### src/rtl/ibuf_window.sv
// Multi-lane shift-register window feeding the crossbar row drivers; data and count update one edge after a push.
// Backpressure: o_ready drops while a full window is held, and rises again one edge after i_window_ack.
module ibuf_window #(
    parameter int DATATYPE_SIZE = 8,
    parameter int DEPTH         = 10,
    parameter int CHANNELS      = 1,
    parameter int STRIDE        = 2
) (
    input  logic                              clk,
    input  logic                              rst_n,
    input  logic                              i_valid,
    output logic                              o_ready,
    input  logic [CHANNELS*DATATYPE_SIZE-1:0] i_data,
    input  logic                              i_window_ack,
    input  logic                              i_slide,
    input  logic                              i_flush,
    output logic                              o_window_valid,
    output logic [$clog2(DEPTH+1)-1:0]        o_count,
    output logic [DEPTH*DATATYPE_SIZE-1:0]    o_data
);

    localparam int W  = DATATYPE_SIZE;
    localparam int CW = $clog2(DEPTH + 1);

    localparam logic [CW-1:0] DEPTH_C  = CW'(DEPTH);
    localparam logic [CW-1:0] CHAN_C   = CW'(CHANNELS);
    localparam logic [CW-1:0] RESUME_C = CW'(DEPTH - STRIDE);
    localparam bit            CAN_SLIDE = (STRIDE < DEPTH);

    typedef enum logic {
        FILL   = 1'b0,
        WINDOW = 1'b1
    } state_t;

    state_t                 state_q, state_d;
    logic [CW-1:0]          count_q, count_d;
    logic [DEPTH*W-1:0]     data_q, data_d;
    logic [DEPTH*W-1:0]     shifted;
    logic [CW-1:0]          count_inc;

    // Lane 0 is the oldest word of a beat, so it lands deepest among the new entries.
    for (genvar k = 0; k < DEPTH; k++) begin : g_shift
        if (k < CHANNELS) begin : g_new
            assign shifted[k*W +: W] = i_data[(CHANNELS-1-k)*W +: W];
        end else begin : g_old
            assign shifted[k*W +: W] = data_q[(k-CHANNELS)*W +: W];
        end
    end

    assign count_inc = count_q + CHAN_C;

    always_comb begin
        state_d = state_q;
        count_d = count_q;
        data_d  = data_q;
        if (i_flush) begin
            state_d = FILL;
            count_d = '0;
            data_d  = '0;
        end else begin
            case (state_q)
                FILL: begin
                    if (i_valid) begin
                        data_d  = shifted;
                        count_d = count_inc;
                        if (count_inc == DEPTH_C) begin
                            state_d = WINDOW;
                        end
                    end
                end
                WINDOW: begin
                    if (i_window_ack) begin
                        state_d = FILL;
                        // A slide keeps the newest entries as the head of the next window.
                        count_d = (i_slide && CAN_SLIDE) ? RESUME_C : '0;
                    end
                end
                default: begin
                    state_d = FILL;
                end
            endcase
        end
    end

    always_ff @(posedge clk or negedge rst_n) begin
        if (!rst_n) begin
            state_q <= FILL;
            count_q <= '0;
            data_q  <= '0;
        end else begin
            state_q <= state_d;
            count_q <= count_d;
            data_q  <= data_d;
        end
    end

    assign o_ready        = (state_q == FILL);
    assign o_window_valid = (state_q == WINDOW);
    assign o_count        = count_q;
    assign o_data         = data_q;

endmodule

### config.mk
export PLATFORM = sky130hd
export DESIGN_NAME = ibuf_window
export DESIGN_NICKNAME = d
export VERILOG_FILES = /design/src/rtl/ibuf_window.sv
export SDC_FILE = /design/constraint.sdc
export NUM_CORES = 1
export LEC_CHECK = 0
export CORE_ASPECT_RATIO = 1.2
export CORE_MARGIN = 1
export CORE_UTILIZATION = 51
export CTS_CLUSTER_DIAMETER = 150
export DETAILED_ROUTE_END_ITERATION = 8
export PLACE_DENSITY = 0.85
export SYNTH_ARGS = -nofsm -noshare
export SYNTH_HDL_FRONTEND = slang
export SYNTH_SLANG_ARGS = --single-unit
### constraint.sdc
create_clock -name clk -period 1.9 [get_ports clk]
set_input_delay 0.38 -clock clk [delete_from_list [all_inputs] [get_ports clk]]
set_output_delay 0.38 -clock clk [all_outputs]
set_load 0.01 [all_outputs]
==> qor.csv <==
metric,value,unit
status,finished clean,
"Critical Path, Cell by Cell",clkdlybuf4s50_1,
router iterations before antenna repair,4,
Clock power frac,39.6,%
cell internal pwr,2720,µW
antenna violations before repair,0,
P_leak,0.00197,µW
CTS tree,built,
core area,6490,µm²
Net Sw Frac,23.4,%
Hold Fails Final Rpt,0,
Clock Tree Buf Depth,2,
sequential fraction of the synthesis area,61.2,%
"commonest cells after routing, fill and taps aside","nand2_1, clkdlybuf4s50_1, dfrtp_1",
Max-Cap Viols,0,
Yosys top cell by area,dfrtp_1,
Die W,77.4,µm
Clock Sinks,85,
routability cong.,0.800,
Worst Tran Pin Value,499,ps
#FFs+latches synth,85,
Fmax achieved,0.561,GHz
WP data arrival,1400,ps
Top Ports,100,
critical path class,register to primary output,
Synth cell types,23,
cell count after synthesis,387,
Mapped Avg Cell Area,8.98,µm²
Critical Path RT,1520,ps
final clock skew,7.80,ps
detailed placement HPWL,5730,µm
GR Overflow Total,0,
P_sw,830,µW
Initial Util,53.6,%
die area,7150,µm²
register area,2130,µm²
ranking of synthesized cells by area,"dfrtp_1, nand2_1, a21oi_1",
minimum clock period,1780,ps
final core occ,74.2,%
Synth Cell Area,3470,µm²
setup TNS,0,ps
CP startpoint kind,register,
Top delay family on crit path,buffers and inverters,
syn nets,403,
area of the multi-input gates,1220,µm²
Post-Place Cells,554,
YS warnings,0,
HP Class,input pin to register,
clk root buf,clkbuf_8,
Area Overhead vs Synth,38.5,%
Worst-path clk slew,80,ps
first-pass GRT wire length,14300,µm
maximum vdd drop,553,µV
top-area cell type share of the netlist area,61.2,%
Gate power share,8.0,%
Worst setup EP type,primary output,
remaining antenna violation count,0,
power per cell area,737,nW/µm²
fin cells,571,
fillers,476,
overall power,3550,µW
DRC viols,0,
Critical Path Stages,1,
Tcrit/Tclk final,93.8,%
Buf/Inv on CP,1,
DR vias/cell,5.23,
Initial DRC Count,182,
# rows,32,
Critical-path top delay cell,clkdlybuf4s50_1,
clk_lat worst skew,350,ps
vias in the first global route,2970,
total global-route track usage,25.8,%
R2R cell count,4,
Final #Nets,497,
worst hold slack,412,ps
"critical path fanouts, max",7,
Rel. slew slack,66.7,%
Flop pwr share,52.4,%
I/O Buffers,99,
slowest cell delay on critical path,580,ps
setup violators final,0,
vias,2984,
layout cells sized above 1,6.38,%
Routed WL per cell,14.8,µm
H-tree Lvls,3,
ANT cells,0,
hold path depth,3,
pin count of the biggest net entering global routing,51,
"commonest non-fill, non-tap cell in the layout",nand2_1,
unrepaired setup endpoints after global routing,false,
clock buffer count from CTS,9,
final WL,8450,µm
Slew Limit Fails,0,
die height,92.4,µm
logic make-up after synthesis:
| logic type | synth area share [%] |
|---|---|
| AO/OA/AOI/OAI | 13.9 |
| adder cells (fa/ha/maj) | 0.720 |
| flip-flops | 61.2 |
| buffers and inverters | 3.85 |
| multiplexers | 0.288 |
| XOR/XNOR | 0.504 |
| AND/OR/NAND/NOR | 19.6 |
flip-flops by register name, summed over array words and instances, names as in the netlist:
signal / count
o_data: 80
o_count: 4
o_window_valid: 1
final cells by class:
cell class | instances | share of cell area [%]
sequential | 85 | 44.2
multi-input combinational | 270 | 25.4
timing repair buffer | 111 | 23.2
clock buffer | 10 | 2.86
tap | 85 | 2.21
clock inverter | 6 | 1.79
inverter | 4 | 0.312
cells in the mapped netlist:
library cell    n
clkbuf_1       17
nor2b_1         1
mux2i_1         1
ha_1            2
xor2_1          1
nor2_1          2
a21boi_0        1
buf_2          11
or4_1           1
a21oi_1        82
a2bb2oi_1       1
xnor2_1         1
inv_1           4
and3b_1         1
nand3_1         3
dfrtp_1        85
a32oi_1         2
o211ai_1        3
a311o_1         1
nand2_1       162
o21ai_0         1
nand2b_1        3
nor3b_1         1
per-layer routing:
layer  vias to the layer above  track usage, %  routed length, µm
met4                         0            12.1                175
met2                        78            43.5               4330
li1                       1443               -                  -
met3                        15            6.21                449
met5                         -               0                  0
met1                      1448            31.1               3490
metrics by stage:
step	worst slack [ps]	cell area [µm²]
after detailed placement	68.1	4580
after global placement	185	4580
final	117	4810
after CTS	45.5	4810
after floorplan	585	3470
after global routing	55.8	4810
worst paths after layout:
| path | startpoint | to | slack, ps |
|---|---|---|---|
| max reg2reg | o_window_valid | o_data[40] | 460 |
| min in group asynchronous | rst_n | o_data[73] | 520 |
| min | i_flush | o_count[3] | 410 |
| min reg2reg | o_data[73] | o_data[73] | 530 |
| max in group asynchronous | rst_n | o_data[62] | 780 |
| max | o_count[0] | o_count[0] | 120 |
what timing repair did:
item,in CTS,in global routing
resized for setup,0,1
setup endpoints to repair,0,1
buffers inserted,0,0
hold endpoints to repair,31,0
hold buffers,1,0
power groups by stage:
stage | clock network (µW) | registers, µW | logic [µW]
6_report | 1400 | 1860 | 284
4_1_cts | 1430 | 1860 | 288
2_1_floorplan | 0 | 1900 | 116
3_3_place_gp | 0 | 1890 | 278
3_5_place_dp | 0 | 1890 | 285
5_1_grt | 1500 | 1860 | 314
Power figures use the tool's default switching activity.
